File: config.mk
export PLATFORM = sky130hd
export DESIGN_NAME = key_conditioner
export DESIGN_NICKNAME = d
export VERILOG_FILES = /design/src/rtl/key_cond_pkg.sv /design/src/rtl/key_debounce_ch.sv /design/src/rtl/key_conditioner.sv
export SDC_FILE = /design/constraint.sdc
export NUM_CORES = 1
export LEC_CHECK = 0
export CAP_MARGIN = 20
export CORE_UTILIZATION = 50
export DETAILED_ROUTE_END_ITERATION = 10
export GPL_TIMING_DRIVEN = 0
export PLACE_DENSITY = 0.65
export SLEW_MARGIN = 20
export SYNTH_ARGS = -nofsm -noshare
export SYNTH_HDL_FRONTEND = slang
export SYNTH_HIERARCHICAL = 1
export SYNTH_SLANG_ARGS = --single-unit
File: constraint.sdc
create_clock -name i_clk -period 3.3 [get_ports i_clk]
set_input_delay 0.66 -clock i_clk [delete_from_list [all_inputs] [get_ports i_clk]]
set_output_delay 0.66 -clock i_clk [all_outputs]
set_load 0.01 [all_outputs]
File: src/rtl/key_cond_pkg.sv
// Shared types and defaults for the key conditioner.
// Optional long-press support is enabled by defining KEY_CONDITIONER_LONG_PRESS_EN.
package key_cond_pkg;

    localparam int unsigned DEFAULT_DEBOUNCE_CYCLES = 500000;
    localparam int unsigned DEFAULT_LONG_CYCLES     = 50000000;

    typedef enum logic [1:0] {
        S_RELEASED     = 2'd0,
        S_PRESS_WAIT   = 2'd1,
        S_PRESSED      = 2'd2,
        S_RELEASE_WAIT = 2'd3
    } key_state_e;

    // Counter only has to reach LONG_CYCLES when long-press detection is built in.
    function automatic int unsigned cnt_width(input int unsigned debounce,
                                              input int unsigned long_cycles);
`ifdef KEY_CONDITIONER_LONG_PRESS_EN
        cnt_width = $clog2(long_cycles + 1);
`else
        cnt_width = (long_cycles > debounce) ? $clog2(debounce + 1) : $clog2(debounce + 1);
`endif
    endfunction

endpackage

File: src/rtl/key_debounce_ch.sv
// One push-button channel: 2-flop synchronizer, debounce FSM and counter.
// Long-press pulse exists only when KEY_CONDITIONER_LONG_PRESS_EN is defined.
module key_debounce_ch
    import key_cond_pkg::*;
#(
    parameter int unsigned DEBOUNCE_CYCLES = DEFAULT_DEBOUNCE_CYCLES,
    parameter int unsigned LONG_CYCLES     = DEFAULT_LONG_CYCLES
) (
    input  logic clk,
    input  logic rst,
    input  logic key_n,
    output logic level,
    output logic press_pulse,
    output logic release_pulse
`ifdef KEY_CONDITIONER_LONG_PRESS_EN
    ,
    output logic long_pulse
`endif
);

    localparam int unsigned CW = cnt_width(DEBOUNCE_CYCLES, LONG_CYCLES);
    localparam logic [CW-1:0] DEB_LAST = CW'(DEBOUNCE_CYCLES - 1);
`ifdef KEY_CONDITIONER_LONG_PRESS_EN
    localparam logic [CW-1:0] LONG_LAST = CW'(LONG_CYCLES - 1);
    localparam logic [CW-1:0] LONG_MAX  = CW'(LONG_CYCLES);
`endif

    logic [1:0]    sync_q;
    logic          pressed;
    key_state_e    state_q, state_d;
    logic [CW-1:0] cnt_q, cnt_d;
    logic          level_q, level_d;
    logic          press_q, press_d;
    logic          release_q, release_d;
`ifdef KEY_CONDITIONER_LONG_PRESS_EN
    logic          long_q, long_d;
    logic          long_done_q, long_done_d;
`endif

    // Synchronize the raw active-low input; reset value is "released".
    always_ff @(posedge clk) begin
        if (rst) sync_q <= 2'b11;
        else     sync_q <= {sync_q[0], key_n};
    end

    assign pressed = ~sync_q[1];

    // Next-state logic: pulses are decided here and registered below.
    always_comb begin
        state_d   = state_q;
        cnt_d     = cnt_q;
        level_d   = level_q;
        press_d   = 1'b0;
        release_d = 1'b0;
`ifdef KEY_CONDITIONER_LONG_PRESS_EN
        long_d      = 1'b0;
        long_done_d = long_done_q;
`endif
        case (state_q)
            S_RELEASED: begin
                if (pressed) begin
                    state_d = S_PRESS_WAIT;
                    cnt_d   = '0;
                end
            end
            S_PRESS_WAIT: begin
                if (!pressed) begin
                    state_d = S_RELEASED;
                    cnt_d   = '0;
                end else if (cnt_q == DEB_LAST) begin
                    state_d = S_PRESSED;
                    cnt_d   = '0;
                    press_d = 1'b1;
                    level_d = 1'b1;
`ifdef KEY_CONDITIONER_LONG_PRESS_EN
                    long_done_d = 1'b0;
`endif
                end else begin
                    cnt_d = cnt_q + 1'b1;
                end
            end
            S_PRESSED: begin
                if (!pressed) begin
                    state_d = S_RELEASE_WAIT;
                    cnt_d   = '0;
                end
`ifdef KEY_CONDITIONER_LONG_PRESS_EN
                // Held count saturates at LONG_CYCLES; long_done blocks a second pulse.
                else if (cnt_q != LONG_MAX) begin
                    cnt_d = cnt_q + 1'b1;
                    if (cnt_q == LONG_LAST && !long_done_q) begin
                        long_d      = 1'b1;
                        long_done_d = 1'b1;
                    end
                end
`endif
            end
            S_RELEASE_WAIT: begin
                if (pressed) begin
                    state_d = S_PRESSED;
`ifdef KEY_CONDITIONER_LONG_PRESS_EN
                    cnt_d = CW'(1); // the returning sample already counts as held
`else
                    cnt_d = '0;
`endif
                end else if (cnt_q == DEB_LAST) begin
                    state_d   = S_RELEASED;
                    cnt_d     = '0;
                    release_d = 1'b1;
                    level_d   = 1'b0;
                end else begin
                    cnt_d = cnt_q + 1'b1;
                end
            end
            default: begin
                state_d = S_RELEASED;
                cnt_d   = '0;
            end
        endcase
    end

    // State, counter and registered outputs.
    always_ff @(posedge clk) begin
        if (rst) begin
            state_q   <= S_RELEASED;
            cnt_q     <= '0;
            level_q   <= 1'b0;
            press_q   <= 1'b0;
            release_q <= 1'b0;
`ifdef KEY_CONDITIONER_LONG_PRESS_EN
            long_q      <= 1'b0;
            long_done_q <= 1'b0;
`endif
        end else begin
            state_q   <= state_d;
            cnt_q     <= cnt_d;
            level_q   <= level_d;
            press_q   <= press_d;
            release_q <= release_d;
`ifdef KEY_CONDITIONER_LONG_PRESS_EN
            long_q      <= long_d;
            long_done_q <= long_done_d;
`endif
        end
    end

    assign level         = level_q;
    assign press_pulse   = press_q;
    assign release_pulse = release_q;
`ifdef KEY_CONDITIONER_LONG_PRESS_EN
    assign long_pulse = long_q;
`endif

endmodule

File: src/rtl/key_conditioner.sv
// Debounces NKEYS active-low push buttons into level and press/release pulses.
// Define KEY_CONDITIONER_LONG_PRESS_EN to add the o_key_long output.
module key_conditioner
    import key_cond_pkg::*;
#(
    parameter int unsigned NKEYS           = 3,
    parameter int unsigned DEBOUNCE_CYCLES = DEFAULT_DEBOUNCE_CYCLES,
    parameter int unsigned LONG_CYCLES     = DEFAULT_LONG_CYCLES
) (
    input  logic             i_clk,
    input  logic             i_rst,
    input  logic [NKEYS-1:0] i_key_n,
    output logic [NKEYS-1:0] o_key_level,
    output logic [NKEYS-1:0] o_key_press,
    output logic [NKEYS-1:0] o_key_release
`ifdef KEY_CONDITIONER_LONG_PRESS_EN
    ,
    output logic [NKEYS-1:0] o_key_long
`endif
);

    for (genvar g = 0; g < NKEYS; g++) begin : gen_ch
        key_debounce_ch #(
            .DEBOUNCE_CYCLES(DEBOUNCE_CYCLES),
            .LONG_CYCLES    (LONG_CYCLES)
        ) u_ch (
            .clk          (i_clk),
            .rst          (i_rst),
            .key_n        (i_key_n[g]),
            .level        (o_key_level[g]),
            .press_pulse  (o_key_press[g]),
            .release_pulse(o_key_release[g])
`ifdef KEY_CONDITIONER_LONG_PRESS_EN
            ,
            .long_pulse   (o_key_long[g])
`endif
        );
    end

endmodule

==> results of run 1 <==
==> cell families (layout without fill, tap and decap cells) <==
logic type / count (synthesis) / count (layout) / synth area share, %
flops: 78 / 78 / 40.4
mux: 7 / 7 / 1.88
buf+inv: 24 / 54 / 3.49
compound gates: 108 / 108 / 18.2
xor+xnor: 19 / 19 / 4.30
fa+ha+maj: 3 / 3 / 0.970
simple gates: 206 / 206 / 30.8
==> power by group through the flow <==
| stage | combinational, W | clock (W) | sequential [W] |
|---|---|---|---|
| 2_1_floorplan | 0.0000574 | 0 | 0.000984 |
| 3_3_place_gp | 0.0000883 | 0 | 0.000985 |
| 3_5_place_dp | 0.0000918 | 0 | 0.000985 |
| 4_1_cts | 0.0000924 | 0.000687 | 0.000963 |
| 5_1_grt | 0.000102 | 0.000719 | 0.000965 |
| 6_report | 0.0000919 | 0.000661 | 0.000963 |
==> layer usage <==
metal,global-route usage [%],vias up,share of wire (%)
met5,0,-,0
met4,8.20,0,0.68
met3,3.72,6,3.4
met2,34.5,53,46
met1,28.6,1563,50
li1,-,1704,-
==> worst register-to-register path, cell delays in order, from the launching register on <==
cell      delay (ns)
dfxtp_1         0.39
ha_1            0.24
and4_1          0.27
nand2_1         0.16
o311ai_2        0.69
o21ai_1         0.16
a21bo_1         0.21
==> cells in the mapped netlist, types with 6 or more instances <==
| library cell | count |
|---|---|
| nor2_1 | 34 |
| nand2_1 | 43 |
| o21ai_0 | 16 |
| inv_1 | 9 |
| xor2_1 | 9 |
| nand4_1 | 13 |
| dfxtp_1 | 78 |
| or2_2 | 6 |
| a31oi_1 | 24 |
| xnor2_1 | 10 |
| or3_1 | 9 |
| a22o_1 | 10 |
| nor3_1 | 19 |
| and3_1 | 6 |
| nand3_1 | 25 |
| a21oi_1 | 29 |
| nor4_1 | 7 |
==> registers in the layout, indices dropped and copies added, names as in the netlist, named ones only <==
signal                     flops
gen_ch.u_ch/cnt_q             57
gen_ch.u_ch/sync_q             6
gen_ch.u_ch/level              3
gen_ch.u_ch/press_pulse        3
gen_ch.u_ch/release_pulse      3
gen_ch.u_ch/state_q            3
==> final timing paths <==
path	from	end	slack [ns]
worst max-delay path	i_rst	gen_ch[2].u_ch/cnt_q[12]$_SDFFE_PP0P_	0.65
worst min-delay path	gen_ch[2].u_ch/sync_q[0]$_SDFF_PP1_	gen_ch[2].u_ch/sync_q[1]$_SDFF_PP1_	0.42
worst max register to register	gen_ch[2].u_ch/cnt_q[0]$_SDFFE_PP0P_	gen_ch[2].u_ch/cnt_q[15]$_SDFFE_PP0P_	1.09
worst min register to register	gen_ch[2].u_ch/sync_q[0]$_SDFF_PP1_	gen_ch[2].u_ch/sync_q[1]$_SDFF_PP1_	0.42
==> layout make-up <==
type / count / share of cell area, %
clock inverters: 7 / 1.28
flip-flops and latches: 78 / 36.2
inverters: 9 / 0.784
plain buffers: 15 / 2.35
multi-input cells: 343 / 50.4
repair buffers: 14 / 3.19
well taps: 99 / 2.87
clock buffers: 9 / 2.87
==> through the flow <==
step | cells | util, % | hold WS, ns
2_1_floorplan | 445 | - | 0.389
3_3_place_gp | 557 | 55.9 | 0.391
3_5_place_dp | 558 | 56.0 | 0.403
4_1_cts | 574 | 58.5 | 0.422
5_1_grt | 574 | 58.5 | 0.437
6_report | 574 | 58.5 | 0.418
==> impl_metrics.py, run 1 <==
metrics = {
    "cts": {
        "root_buffer": "clkbuf_8",
        "clk_latency_ns": 0.35,
        "cts_setup_buffers": 0,
        "cts_tree": "built",
        "cts_sinks": 78,
        "clk_path_buf_depth": 2,
        "cts_resized": 0,
        "clkTransAtPathRegs_ns": 0.09,
        "cts_hold_buf": 0,
        "cts-buffers-inserted": 9,
        "cts-htree-levels": 3,
    },
    "global_routing": {
        "grt_max_degree": 16,
        "antenna_found_initial": 0,
        "grt_pass1_vias": 3005,
        "grt_pass1_wl_um": 14200,
        "grtUsageTotal_pct": 21.4,
        "grt.overflow.total": 0,
    },
    "drt": {
        "vias": 3326,
        "ant_nets": 0,
        "routed_wl_um": 8230,
        "via_per_inst": 5.79,
        "drt_iter0_drc": 104,
        "avgRoutedWirePerCell_um": 14.3,
        "drc_errors": 0,
        "dr.pass1.iters": 4,
    },
    "logic_synthesis": {
        "synth_edf_count": 0,
        "synth_area_leaders": "dfxtp_1, nand2_1, a31oi_1",
        "async_reset_ff_share_pct": 0,
        "synth_area_um2": 3870,
        "synth_warnings": 6,
        "synth-seq-cells": 78,
        "ys_types": 66,
        "yosysTopAreaCell": "dfxtp_1",
        "ys_seq_area_share_pct": 40.4,
        "syn-num-nets": 453,
        "synth-main-ff-cell": "dfxtp_1",
        "synthCells": 445,
        "synth_top_area_share_pct": 40.4,
        "avgSynthCellArea_um2": 8.69,
    },
    "timing": {
        "slew_viol_final": 0,
        "max_freq_mhz": 378,
        "fin_crit_ns": 2.65,
        "slew_headroom_pct": 33.6,
        "rsz0062_at_grt": "false",
        "hold_viol_final": 0,
        "worstMarginPinSlew_ns": 0.988,
        "tns_ns": 0,
        "setup_slack_ns": 0.652,
        "finalSetupViolCount": 0,
        "period_share_pct": 80.3,
        "skew_ns": 0.00982,
    },
    "power": {
        "switchingPower_w": 0.000443,
        "power_frac_seq_pct": 56.1,
        "leakage_nw": 1.48,
        "pwr-share-clk_pct": 38.5,
        "combPwrFrac_pct": 5.4,
        "power_density_nw_per_um2": 398,
        "p_total_w": 0.00172,
        "p_int_w": 0.00127,
        "vdd_drop_max_uv": 265,
        "swShare_pct": 25.8,
    },
    "setup_path": {
        "cp.arrival_ns": 2.93,
        "path_buf_inv": 2,
        "endpoint_kind": "flip-flop",
        "reg2reg_depth": 6,
        "crit_path_max_fanout": 15,
        "cp_top_family": "buffers and inverters",
        "critPathMaxStageDelay_ns": 0.76,
        "required_ns": 3.59,
        "path_class": "primary input to flip-flop",
        "crit_slowest_cell": "clkdlybuf4s50_1",
        "crit_chain": "clkdlybuf4s50_1, clkbuf_1, nor2_1, o311ai_2, or4_1, nand3_1",
        "critPathLaunchType": "primary input",
        "critical_path_depth": 6,
    },
    "floorplanning": {
        "rows": 31,
        "num_io_pins": 14,
        "die-area_um2": 8090,
        "core_area_um2": 7370,
        "fp.dieH_um": 90.0,
        "die_w_um": 90.0,
        "floorplan.initialDensity_pct": 52.5,
    },
    "place": {
        "place_congestion": 0.785,
        "io_buffers": 13,
        "dpl_worst_slack_ns": 0.298,
        "hpwl_um": 5630,
        "place_area_um2": 4130,
    },
    "cells_and_area": {
        "postLayoutCellArea_um2": 4310,
        "drive_gt1_share_pct": 11.4,
        "nets": 478,
        "regArea_um2": 1560,
        "diodes": 0,
        "final_cell_mix": "dfxtp_1, nand2_1, nor2_1",
        "final_common_cell": "dfxtp_1",
        "area_growth_pct": 11.4,
        "multi_input_comb_area_um2": 2170,
        "fillers": 668,
    },
    "job": {
        "cap_viol_max_count": 0,
    },
    "min_path": {
        "min_path_type": "flip-flop to flip-flop",
        "hold_path_depth": 1,
    },
    "run_status": {
        "outcome": "finished clean",
    },
}
Power figures use the tool's default switching activity.
==> run 2, diff against run 1 <==
==> constraint.sdc (replaced) <==
create_clock -name i_clk -period 2.6 [get_ports i_clk]
set_input_delay 0.52 -clock i_clk [delete_from_list [all_inputs] [get_ports i_clk]]
set_output_delay 0.52 -clock i_clk [all_outputs]
set_load 0.01 [all_outputs]
==> run 2 against run 1 <==
Against the previous run:
- critical endpoint is now gen_ch[2].u_ch/cnt_q[15]$_SDFFE_PP0P_
- power is 27% higher
- cell count stayed put
- sequential power is 27% higher
- final area hardly changed
- non-clock buffer count stayed put
==> impl_metrics.py, run 2 (synthesis gave the netlist of run 1 again) <==
metrics = {
    "run_status": {
        "outcome": "finished clean",
    },
    "timing": {
        "slew_viol_final": 0,
        "max_freq_mhz": 453,
        "period_share_pct": 84.9,
        "setup_slack_ns": 0.392,
        "tns_ns": 0,
        "fin_crit_ns": 2.21,
        "slew_headroom_pct": 32.4,
        "rsz0062_at_grt": "false",
        "finalSetupViolCount": 0,
        "worstMarginPinSlew_ns": 1.01,
        "hold-worst-slack_ns": 0.419,
        "hold_viol_final": 0,
        "skew_ns": 0.00993,
    },
    "floorplanning": {
        "die-area_um2": 8090,
        "rows": 31,
        "die_w_um": 90.0,
        "floorplan.initialDensity_pct": 52.5,
        "fp.dieH_um": 90.0,
        "num_io_pins": 14,
        "core_area_um2": 7370,
    },
    "cts": {
        "cts-buffers-inserted": 9,
        "cts_tree": "built",
        "cts_sinks": 78,
        "clk_path_buf_depth": 2,
        "root_buffer": "clkbuf_8",
        "cts-htree-levels": 3,
        "clkTransAtPathRegs_ns": 0.09,
        "cts_setup_buffers": 0,
        "clk_latency_ns": 0.35,
    },
    "global_routing": {
        "antenna_found_initial": 0,
        "grt.overflow.total": 0,
        "grt_pass1_wl_um": 14200,
        "grt_max_degree": 16,
        "grt_pass1_vias": 3005,
        "grtUsageTotal_pct": 21.4,
    },
    "job": {
        "cap_viol_max_count": 0,
    },
    "cells_and_area": {
        "largest_reg_flops": 57,
        "drive_gt1_share_pct": 11.6,
        "fillers": 668,
        "final_common_cell": "dfxtp_1",
        "largestRegisters": "gen_ch.u_ch/cnt_q (57), gen_ch.u_ch/sync_q (6)",
        "finish.utilization_pct": 58.5,
        "final_cell_mix": "dfxtp_1, nand2_1, nor2_1",
        "nets": 478,
        "area_growth_pct": 11.5,
        "regMostFlops": "gen_ch.u_ch/cnt_q",
        "regArea_um2": 1560,
        "multi_input_comb_area_um2": 2170,
        "diodes": 0,
    },
    "drt": {
        "drc_errors": 0,
        "via_per_inst": 5.82,
        "vias": 3340,
        "ant_nets": 0,
        "drt_iter0_drc": 106,
        "avgRoutedWirePerCell_um": 14.4,
        "routed_wl_um": 8250,
        "dr.pass1.iters": 6,
    },
    "setup_path": {
        "crit_slowest_cell": "o311ai_2",
        "cp.arrival_ns": 2.46,
        "critPathLaunchType": "flip-flop",
        "path_class": "flip-flop to flip-flop",
        "endpoint_kind": "flip-flop",
        "crit_chain": "ha_1, and4_1, nand2_1, o311ai_2, o21ai_1, a21bo_1",
        "required_ns": 2.85,
        "critPathMaxStageDelay_ns": 0.70,
        "crit_path_max_fanout": 10,
    },
    "place": {
        "dpl_worst_slack_ns": -0.262,
        "place_congestion": 0.785,
        "hpwl_um": 5630,
        "io_buffers": 13,
    },
    "power": {
        "vdd_drop_max_uv": 336,
        "power_density_nw_per_um2": 505,
        "leakage_nw": 1.49,
    },
    "min_path": {
        "min_path_type": "flip-flop to flip-flop",
    },
}
[run 2: cell types whose count changed in the layout (fill, tap and decap cells not counted)]
cell,previous run,this run
clkbuf_1,5,4
clkbuf_2,1,2
clkdlybuf4s50_1,13,12
dlymetal6s2s_1,0,1
[run 2: worst paths after layout]
path / startpoint / to / slack [ns] / cells past startpoint
max: gen_ch[2].u_ch/cnt_q[0]$_SDFFE_PP0P_ / gen_ch[2].u_ch/cnt_q[15]$_SDFFE_PP0P_ / 0.39 / 6
min: gen_ch[2].u_ch/sync_q[0]$_SDFF_PP1_ / gen_ch[2].u_ch/sync_q[1]$_SDFF_PP1_ / 0.42 / 1
max reg2reg: gen_ch[2].u_ch/cnt_q[0]$_SDFFE_PP0P_ / gen_ch[2].u_ch/cnt_q[15]$_SDFFE_PP0P_ / 0.39 / 6
min reg2reg: gen_ch[2].u_ch/sync_q[0]$_SDFF_PP1_ / gen_ch[2].u_ch/sync_q[1]$_SDFF_PP1_ / 0.42 / 1
[run 2: what timing repair did]
| action | in CTS | in global routing |
|---|---|---|
| hold buffers | 0 | 0 |
| endpoints found under the setup margin | 0 | 9 |
| resized for setup | 0 | 3 |
[run 2: layout make-up]
cell class                      count  area share, %
Clock inverter                      7           1.28
Sequential cell                    78           36.2
Multi-Input combinational cell    343           50.4
Inverter                            9          0.783
Clock buffer                        9           2.87
Timing Repair Buffer               14           3.25
Tap cell                           99           2.87
Buffer                             15           2.38
[run 2: critical path, delay by kind of cell, from the launching register on]
kind	cells	cell delay (ns)
DFF	1	0.39
AOI/OAI and AO/OA	3	1.06
adders and majority gates	1	0.24
and+or+nand+nor	2	0.43
[run 2: through the flow]
stage	total power [W]	instances	cell area, um2
finish	0.00218	574	4310
global route	0.00227	574	4310
CTS	0.00221	574	4310
detailed placement	0.00137	558	4130
global placement	0.00136	557	4120
floorplan	0.00132	445	3870
[run 2: report_power, final]
part           switching [W]  total, W  internal (W)
clock               0.000482  0.000839      0.000357
sequential         0.0000144   0.00122       0.00121
combinational      0.0000661  0.000117     0.0000512
total               0.000563   0.00218       0.00162
[run 2: routing by layer]
layer,share of wire [%],track usage (%),wire length (um),vias to the layer above
met5,0,0,0,-
met4,0.34,8.20,28,0
met3,2.9,3.72,239,4
met2,46,34.5,3800,59
met1,51,28.6,4180,1574
li1,-,-,-,1703
==> run 3, diff against run 2 <==
--- a/config.mk
+++ b/config.mk
@@ -9,7 +9,7 @@
 export CORE_UTILIZATION = 50
 export DETAILED_ROUTE_END_ITERATION = 10
 export GPL_TIMING_DRIVEN = 0
-export PLACE_DENSITY = 0.65
+export PLACE_DENSITY = 0.68
 export SLEW_MARGIN = 20
 export SYNTH_ARGS = -nofsm -noshare
 export SYNTH_HDL_FRONTEND = slang
==> constraint.sdc (replaced) <==
create_clock -name i_clk -period 1.8 [get_ports i_clk]
set_input_delay 0.36 -clock i_clk [delete_from_list [all_inputs] [get_ports i_clk]]
set_output_delay 0.36 -clock i_clk [all_outputs]
set_load 0.01 [all_outputs]
==> run 3 against run 2 <==
Against the previous run:
- the flow now finishes with violations (setup timing)
- largest cell class unchanged
- count of clock-buffer cells in the layout stayed put
- hold slack better by 0.0017 ns
- critical path depth is 1 higher
- sequential share of layout area is 6.5 points lower
- clock skew hardly changed
- clock power is 69% higher
==> impl_metrics.py, run 3 (synthesis gave the netlist of run 1 again) <==
metrics = {
    "drt": {
        "drc_errors": 0,
        "dr.pass1.iters": 6,
        "drt_iter0_drc": 241,
        "routed_wl_um": 10900,
        "vias": 3833,
        "avgRoutedWirePerCell_um": 17.3,
        "ant_nets": 0,
        "via_per_inst": 6.08,
    },
    "power": {
        "combPwrFrac_pct": 6.0,
        "switchingPower_w": 0.000786,
        "power_density_nw_per_um2": 623,
        "pwr-share-clk_pct": 42.0,
        "power_frac_seq_pct": 51.9,
        "leakage_nw": 1.98,
        "p_int_w": 0.00260,
        "swShare_pct": 23.2,
        "vdd_drop_max_uv": 555,
    },
    "job": {
        "cap_viol_max_count": 0,
    },
    "floorplanning": {
        "rows": 31,
        "die-area_um2": 8090,
        "core_area_um2": 7370,
        "floorplan.initialDensity_pct": 52.5,
        "die_w_um": 90.0,
        "num_io_pins": 14,
        "fp.dieH_um": 90.0,
    },
    "setup_path": {
        "endpoint_kind": "flip-flop",
        "crit_path_max_fanout": 8,
        "path_class": "flip-flop to flip-flop",
        "critPathLaunchType": "flip-flop",
        "cp.arrival_ns": 2.14,
        "required_ns": 2.05,
    },
    "timing": {
        "worstMarginPinSlew_ns": 0.758,
        "slew_viol_final": 0,
        "slew_headroom_pct": 49.2,
        "tns_ns": -1.75,
        "skew_ns": 0.0101,
        "max_freq_mhz": 529,
        "rsz0062_at_grt": "true",
        "hold_viol_final": 0,
        "finalSetupViolCount": 44,
        "fin_crit_ns": 1.89,
        "period_share_pct": 105,
        "setup_slack_ns": -0.0916,
    },
    "cts": {
        "cts_sinks": 78,
        "cts-htree-levels": 3,
        "cts_tree": "built",
        "cts_hold_buf": 0,
        "clkTransAtPathRegs_ns": 0.08,
        "cts-buffers-inserted": 9,
        "root_buffer": "clkbuf_8",
        "clk_latency_ns": 0.35,
        "clk_path_buf_depth": 2,
    },
    "run_status": {
        "violations": "setup timing",
        "outcome": "finished, violations left",
    },
    "cells_and_area": {
        "final_cell_mix": "dfxtp_1, buf_4, nand2_1",
        "regMostFlops": "gen_ch.u_ch/cnt_q",
        "drive_gt1_share_pct": 36.9,
        "postLayoutCellArea_um2": 5430,
        "nets": 535,
        "largest_reg_flops": 57,
        "area_growth_pct": 40.3,
        "final_common_cell": "dfxtp_1",
        "diodes": 0,
        "largestRegisters": "gen_ch.u_ch/cnt_q (57), gen_ch.u_ch/sync_q (6)",
    },
    "global_routing": {
        "grt_pass1_vias": 3368,
        "grt_max_degree": 16,
        "grt_pass1_wl_um": 16400,
        "grtUsageTotal_pct": 24.7,
        "antenna_found_initial": 0,
        "grt.overflow.total": 0,
    },
    "place": {
        "dpl_worst_slack_ns": -0.871,
        "place_congestion": 0.867,
        "place_area_um2": 4140,
        "hpwl_um": 5450,
        "io_buffers": 13,
    },
    "min_path": {
        "min_path_type": "flip-flop to flip-flop",
    },
}
-- run 3: what timing repair did --
action | 4_1_cts | 5_1_grt
setup endpoints to repair | 53 | 61
resized for setup | 90 | 60
cloned | 5 | 1
pin swaps | 23 | 34
setup buffers | 28 | 25
-- run 3: worst max-delay path, stage by stage (launching register included) --
cell and delay (ns):
dfxtp_2 0.40, ha_4 0.18, nand4_1 0.08, buf_4 0.20, nor3_4 0.35, a21oi_4 0.18
a21o_1 0.20, a22o_1 0.19
-- run 3: power by group through the flow --
stage               registers [W]  logic, W  clock network [W]
detailed placement        0.00181  0.000162                  0
CTS                       0.00176  0.000182            0.00145
global placement          0.00181  0.000160                  0
finish                    0.00176  0.000204            0.00142
global route              0.00176  0.000220            0.00152
floorplan                 0.00180  0.000105                  0
-- run 3: final timing paths --
check,slack (ns),cells after the start,endpoint,startpoint
hold reg to reg,0.42,1,gen_ch[2].u_ch/sync_q[1]$_SDFF_PP1_,gen_ch[2].u_ch/sync_q[0]$_SDFF_PP1_
setup reg to reg,-0.09,7,gen_ch[0].u_ch/cnt_q[10]$_SDFFE_PP0P_,gen_ch[0].u_ch/cnt_q[0]$_SDFFE_PP0P_
setup / recovery,-0.09,7,gen_ch[0].u_ch/cnt_q[10]$_SDFFE_PP0P_,gen_ch[0].u_ch/cnt_q[0]$_SDFFE_PP0P_
hold / removal,0.42,1,gen_ch[2].u_ch/sync_q[1]$_SDFF_PP1_,gen_ch[2].u_ch/sync_q[0]$_SDFF_PP1_
-- run 3: layout make-up --
type                       count  area (um2)
clock inverter                 6        87.6
timing repair buffer          70         669
sequential                    78        1620
tap                           99         124
buffer                        15         130
multi-input combinational    344        2650
inverter                       9        33.8
clock buffer                   9         124
fill                         501        1940
-- run 3: layer usage --
layer  vias to the layer above  routed length, um  global-route usage (%)
li1                       1818                  -                       -
met1                      1876               4740                    31.7
met2                       113               5470                    41.3
met3                        26                464                    4.82
met4                         0                231                    9.27
met5                         -                  0                       0
-- run 3: stage by stage --
stage / std cells / total power, W / hold WS [ns] / utilization (%)
final: 630 / 0.00338 / 0.420 / 73.7
after global routing: 630 / 0.00351 / 0.445 / 73.7
after CTS: 605 / 0.00339 / 0.421 / 67.5
after detailed placement: 557 / 0.00197 / 0.402 / 56.2
after global placement: 557 / 0.00197 / 0.393 / 56.2
after floorplan: 445 / 0.00191 / 0.389 / -
